--- config.mk ---
export PLATFORM = sky130hd
export DESIGN_NAME = flag_union_fifo
export DESIGN_NICKNAME = d
export VERILOG_FILES = /design/src/rtl/flag_union_fifo.sv
export SDC_FILE = /design/constraint.sdc
export NUM_CORES = 1
export LEC_CHECK = 0
export ABC_AREA = 1
export BUFFER_PORTS_ARGS = -buffer_cell sky130_fd_sc_hd__buf_4
export CORE_ASPECT_RATIO = 1.75
export CORE_UTILIZATION = 53
export CTS_CLUSTER_SIZE = 25
export DETAILED_ROUTE_END_ITERATION = 6
export MAX_ROUTING_LAYER = met4
export PLACE_DENSITY = 0.78
export SYNTH_ARGS = -nofsm -noshare
export SYNTH_HDL_FRONTEND = slang
export SYNTH_SLANG_ARGS = --single-unit
--- constraint.sdc ---
create_clock -name clk_i -period 5.2 [get_ports clk_i]
set_input_delay 0.26 -clock clk_i [delete_from_list [all_inputs] [get_ports clk_i]]
set_output_delay 0.26 -clock clk_i [all_outputs]
set_load 0.05 [all_outputs]
--- src/rtl/flag_union_fifo.sv ---
// Buffered carrier for the packed flag-union word: DEPTH-entry FIFO with
// valid/ready on both sides and a per-beat lane summary captured at accept.
module flag_union_fifo #(
    parameter  int unsigned OUTER = 4,
    parameter  int unsigned INNER = 8,
    parameter  int unsigned DEPTH = 2,
    localparam int unsigned LANES = OUTER * INNER,
    localparam int unsigned CNT_W = $clog2(LANES + 1),
    localparam int unsigned OCC_W = $clog2(DEPTH + 1)
) (
    input  logic               clk_i,
    input  logic               rst_ni,
    input  logic               clear_i,
    input  logic               in_valid_i,
    output logic               in_ready_o,
    input  logic               in_mode_i,
    input  logic [3*LANES-1:0] in_data_i,
    input  logic [1:0]         match_class_i,
    output logic               out_valid_o,
    input  logic               out_ready_i,
    output logic               out_mode_o,
    output logic [3*LANES-1:0] out_data_o,
    output logic [CNT_W-1:0]   out_count_o,
    output logic               out_any_o,
    output logic [OCC_W-1:0]   occupancy_o
);

    localparam int unsigned PTR_W = (DEPTH > 1) ? $clog2(DEPTH) : 1;

    logic [3*LANES-1:0] mem_data_q  [DEPTH];
    logic               mem_mode_q  [DEPTH];
    logic [CNT_W-1:0]   mem_count_q [DEPTH];
    logic               mem_any_q   [DEPTH];

    logic [OCC_W-1:0] occ_q, occ_d;
    logic [PTR_W-1:0] wr_ptr_q, wr_ptr_d;
    logic [PTR_W-1:0] rd_ptr_q, rd_ptr_d;
    logic             push, pop;
    logic [CNT_W-1:0] sum_count;
    logic             sum_any;
    logic [2:0]       lane;

    function automatic logic [PTR_W-1:0] ptr_inc(input logic [PTR_W-1:0] p);
        if (p == PTR_W'(DEPTH - 1)) return '0;
        return p + PTR_W'(1);
    endfunction

    // Lane summary: A view counts 'a' flags and ORs 'c'; B view counts
    // lanes matching the requested class and flags any class-d lane.
    always_comb begin
        sum_count = '0;
        sum_any   = 1'b0;
        lane      = '0;
        for (int unsigned l = 0; l < LANES; l++) begin
            lane = in_data_i[3*l +: 3];
            if (!in_mode_i) begin
                if (lane[2]) sum_count = sum_count + CNT_W'(1);
                sum_any = sum_any | lane[0];
            end else begin
                if (lane[1:0] == match_class_i) sum_count = sum_count + CNT_W'(1);
                if (lane[1:0] == 2'b11) sum_any = 1'b1;
            end
        end
    end

    assign in_ready_o  = (occ_q < OCC_W'(DEPTH)) && !clear_i;
    assign out_valid_o = (occ_q != '0);
    assign push        = in_valid_i && in_ready_o;
    assign pop         = out_valid_o && out_ready_i && !clear_i;

    always_comb begin
        occ_d    = occ_q;
        wr_ptr_d = wr_ptr_q;
        rd_ptr_d = rd_ptr_q;
        if (clear_i) begin
            occ_d    = '0;
            wr_ptr_d = '0;
            rd_ptr_d = '0;
        end else begin
            if (push) wr_ptr_d = ptr_inc(wr_ptr_q);
            if (pop)  rd_ptr_d = ptr_inc(rd_ptr_q);
            if (push && !pop)      occ_d = occ_q + OCC_W'(1);
            else if (pop && !push) occ_d = occ_q - OCC_W'(1);
        end
    end

    always_ff @(posedge clk_i or negedge rst_ni) begin
        if (!rst_ni) begin
            occ_q    <= '0;
            wr_ptr_q <= '0;
            rd_ptr_q <= '0;
        end else begin
            occ_q    <= occ_d;
            wr_ptr_q <= wr_ptr_d;
            rd_ptr_q <= rd_ptr_d;
        end
    end

    // Storage is deliberately unreset; validity comes solely from occ_q.
    always_ff @(posedge clk_i) begin
        if (push) begin
            mem_data_q[wr_ptr_q]  <= in_data_i;
            mem_mode_q[wr_ptr_q]  <= in_mode_i;
            mem_count_q[wr_ptr_q] <= sum_count;
            mem_any_q[wr_ptr_q]   <= sum_any;
        end
    end

    assign out_mode_o  = out_valid_o ? mem_mode_q[rd_ptr_q]  : 1'b0;
    assign out_data_o  = out_valid_o ? mem_data_q[rd_ptr_q]  : '0;
    assign out_count_o = out_valid_o ? mem_count_q[rd_ptr_q] : '0;
    assign out_any_o   = out_valid_o ? mem_any_q[rd_ptr_q]   : 1'b0;
    assign occupancy_o = occ_q;

endmodule

==> results.py <==
metrics = {
    "finish": {
        "nFillCells": 1613,
        "final_common_cell": "buf_4",
        "ff_latch_area_um2": 6350,
        "fin_area_um2": 22700,
        "areaGrowthSynthToFinish_pct": 50.3,
        "layout_common_cells": "buf_4, nand2_1, edfxtp_1",
        "multi_input_area_um2": 8420,
        "final_nets": 2839,
        "drive_gt1_share_pct": 41.0,
    },
    "die": {
        "rows": 81,
        "num_io_pins": 212,
        "die_h_um": 225,
        "core_area_um2": 28000,
        "dieArea_um2": 29100,
        "start_util_pct": 53.9,
        "die_w_um": 129,
    },
    "worst_hold_path": {
        "hold_end": "mem_data_q[0][54]",
        "hp-class": "in2reg",
        "holdPathStages": 2,
        "hold_start": "in_data_i[54]",
    },
    "status": {
        "status": "finished with violations",
        "violations": "setup timing",
    },
    "detailed_routing": {
        "drc": 0,
        "wl_um": 59400,
        "via_per_inst": 5.74,
        "vias": 17700,
        "first_pass_iters": 5,
        "wire_per_inst_um": 19.2,
        "drt-initial-drc-count": 1443,
        "drt.antenna.violating_nets": 0,
    },
    "setup_path": {
        "arrival_ps": 16310,
        "path_class": "in2reg",
        "cp_common_cell": "buf_4",
        "r2r_start": "occupancy_o[1]",
        "cp_slowest_stage_delay_ps": 360,
        "rr_endpoint": "mem_data_q[0][70]",
        "cpMaxStageDelayCell": "ha_1",
        "cp.required_ps": 5490,
        "worstSetupEndpointType": "flip-flop",
        "rrSetupSlack_ps": 2600,
        "cp_max_fo": 5,
        "r2r_cells": 4,
        "startpoint_type": "input port",
    },
    "synth": {
        "synth_top_family_by_area": "simple AND/OR/NAND/NOR gates",
        "syn_inst": 1986,
        "ys_seq_area_share_pct": 42.1,
        "synth_fp_nets": 2124,
        "synth_compound_area_share_pct": 9.85,
        "synth-xor-area-share_pct": 4.03,
        "ys_ff_latch": 212,
        "synth.distinct_cells": 44,
        "muxShareOfSynthArea_pct": 0,
        "syn-cell-area_um2": 15100,
        "syn_avg_cell_area_um2": 7.59,
        "synthSimpleGateAreaFrac_pct": 32.4,
        "yosysWarnings": 0,
        "synth_fa_ha_area_share_pct": 2.82,
    },
    "power_and_ir_drop": {
        "combPwrFrac_pct": 72.9,
        "ir_worst_vdd_mv": 0.415,
        "p_leak_nw": 10.8,
        "p_int_mw": 6.55,
        "switching_share_pct": 51.3,
        "pwr_density_cell_nw_per_um2": 594,
        "clockPowerShare_pct": 10.8,
        "p_switching_mw": 6.91,
        "total_power_mw": 13.5,
        "power_frac_seq_pct": 16.3,
    },
    "sta": {
        "max_slew_margin_pct": 38.3,
        "period_minus_slack_ps": 16020,
        "fin_worst_skew_ps": 10.7,
        "finalCritPeriodShare_pct": 308,
        "rsz0062_at_grt": "true",
        "finalMaxSlewViolations": 0,
        "tightest_slew_ps": 923,
        "max_freq_mhz": 62.4,
        "finalSetupViolations": 12,
        "finalHoldViolations": 0,
        "fin_setup_tns_ps": -117010,
        "layout_setup_ws_ps": -10820,
    },
    "global_routing": {
        "overflow": 0,
        "antenna_found_initial": 2,
        "grt_first_pass_wirelength_um": 82800,
        "grtUsageTotal_pct": 38.3,
        "grt_pass1_vias": 17200,
        "grt_max_degree": 69,
    },
    "clocking": {
        "cts_made_buffers": 21,
        "clockBufferDepth": 3,
        "path_clk_slew_ps": 70,
        "cts_root_buf": "clkbuf_16",
        "clock_sinks": 212,
        "cts_tree": "yes",
        "insertion_delay_ps": 550,
        "htreeDepth": 1,
    },
    "placed_design": {
        "dp_slack_ps": -10660,
        "post_dp_cell_area_um2": 19600,
        "routabilityCongestion": 0.922,
        "port_buffers": 211,
        "hpwlAfterDp_um": 34200,
    },
    "run": {
        "cap_viol_max_count": 0,
    },
}
[cell type report]
class | count | share of cell area (%)
Inverter | 271 | 4.58
Multi-Input combinational cell | 1444 | 37.2
Sequential cell | 212 | 28.0
Timing Repair Buffer | 751 | 25.4
Tap cell | 373 | 2.06
Antenna cell | 2 | 0.0221
Clock inverter | 12 | 0.376
Clock buffer | 24 | 2.37
[power groups by stage]
stage | sequential [mW] | combinational [mW] | clock, mW
after global routing | 2.20 | 10.5 | 1.51
after CTS | 2.18 | 8.56 | 1.44
after floorplan | 2.21 | 5.39 | 0
after global placement | 2.21 | 7.72 | 0
final | 2.19 | 9.81 | 1.45
after detailed placement | 2.22 | 7.95 | 0
[sequential cells by signal, indices dropped and copies added, names as in the netlist]
register / cells
mem_mode_q: 2
wr_ptr_q: 1
mem_any_q: 2
mem_count_q: 12
occupancy_o: 2
rd_ptr_q: 1
mem_data_q: 192
[critical path: cells and delay by family]
family / cells / cell delay, ps
AO/OA/AOI/OAI: 8 / 990
XOR/XNOR: 3 / 510
adder cells (fa/ha/maj): 6 / 1780
buffers and inverters: 67 / 7120
AND/OR/NAND/NOR: 60 / 5610
[cell usage after synthesis, drive strengths merged]
| master | instances | area (um^2) |
|---|---|---|
| buf | 23 | 164 |
| or4 | 2 | 15.0 |
| a211oi | 1 | 7.51 |
| xnor2 | 29 | 262 |
| edfxtp | 208 | 6250 |
| o21bai | 1 | 18.8 |
| nor2 | 112 | 553 |
| nor3 | 6 | 35.0 |
| nand2 | 735 | 3020 |
| nand3 | 131 | 691 |
| o21ai | 88 | 459 |
| nand4 | 42 | 269 |
| or2 | 5 | 31.3 |
| o221ai | 1 | 8.76 |
| clkinv | 3 | 11.3 |
| xor2 | 37 | 347 |
| clkbuf | 36 | 135 |
| ha | 34 | 425 |
| nand3b | 33 | 251 |
| a31oi | 1 | 6.26 |
| a21oi | 159 | 807 |
| nor4 | 3 | 18.8 |
| dfrtp | 4 | 100 |
| o22ai | 3 | 18.8 |
| o21a | 21 | 158 |
| inv | 268 | 1020 |
[cells by family (layout without fill, tap and decap cells)]
group                      after synthesis  count (layout)
xor gates and xnor gates                66              66
other                                    0               2
and+or+nand+nor                       1069            1069
AOI/OAI and AO/OA                      275             275
adders and majority gates               34              34
DFF                                    212             212
buffers and inverters                  330            1058
[metal layers]
layer | global-route usage, % | part of all wire [%]
met2 | 68.3 | 50
met1 | 32.6 | 31
met5 | - | 0
met3 | 8.71 | 8.2
met4 | 33.7 | 11
[per-stage QoR]
stage                     cells  hold WS (ps)  util, %
after global routing       3089          7.73     81.0
after CTS                  3067          1.61     78.1
after floorplan            1986         -35.6        -
after detailed placement   2861          57.5     70.2
final                      3089          4.36     81.0
after global placement     2861          57.7     70.2
[what timing repair did]
item	4_1_cts	5_1_grt
pin swaps	94	133
hold endpoints to repair	84	0
hold buffers	41	0
endpoints found under the setup margin	12	12
gates resized for setup	56	151
cloned	0	0
buffers inserted	129	22
[worst max path at each step]
stage	start	endpoint	slack [ps]
detailed placement	in_data_i[1]	mem_count_q[0][5]	-10660
floorplan	in_mode_i	mem_count_q[0][5]	-10570
global placement	in_data_i[1]	mem_count_q[0][5]	-10050
CTS	in_data_i[1]	mem_count_q[0][5]	-9500
global route	match_class_i[1]	mem_count_q[0][5]	-11710
finish	match_class_i[1]	mem_count_q[0][5]	-10820
Power figures use the tool's default switching activity.
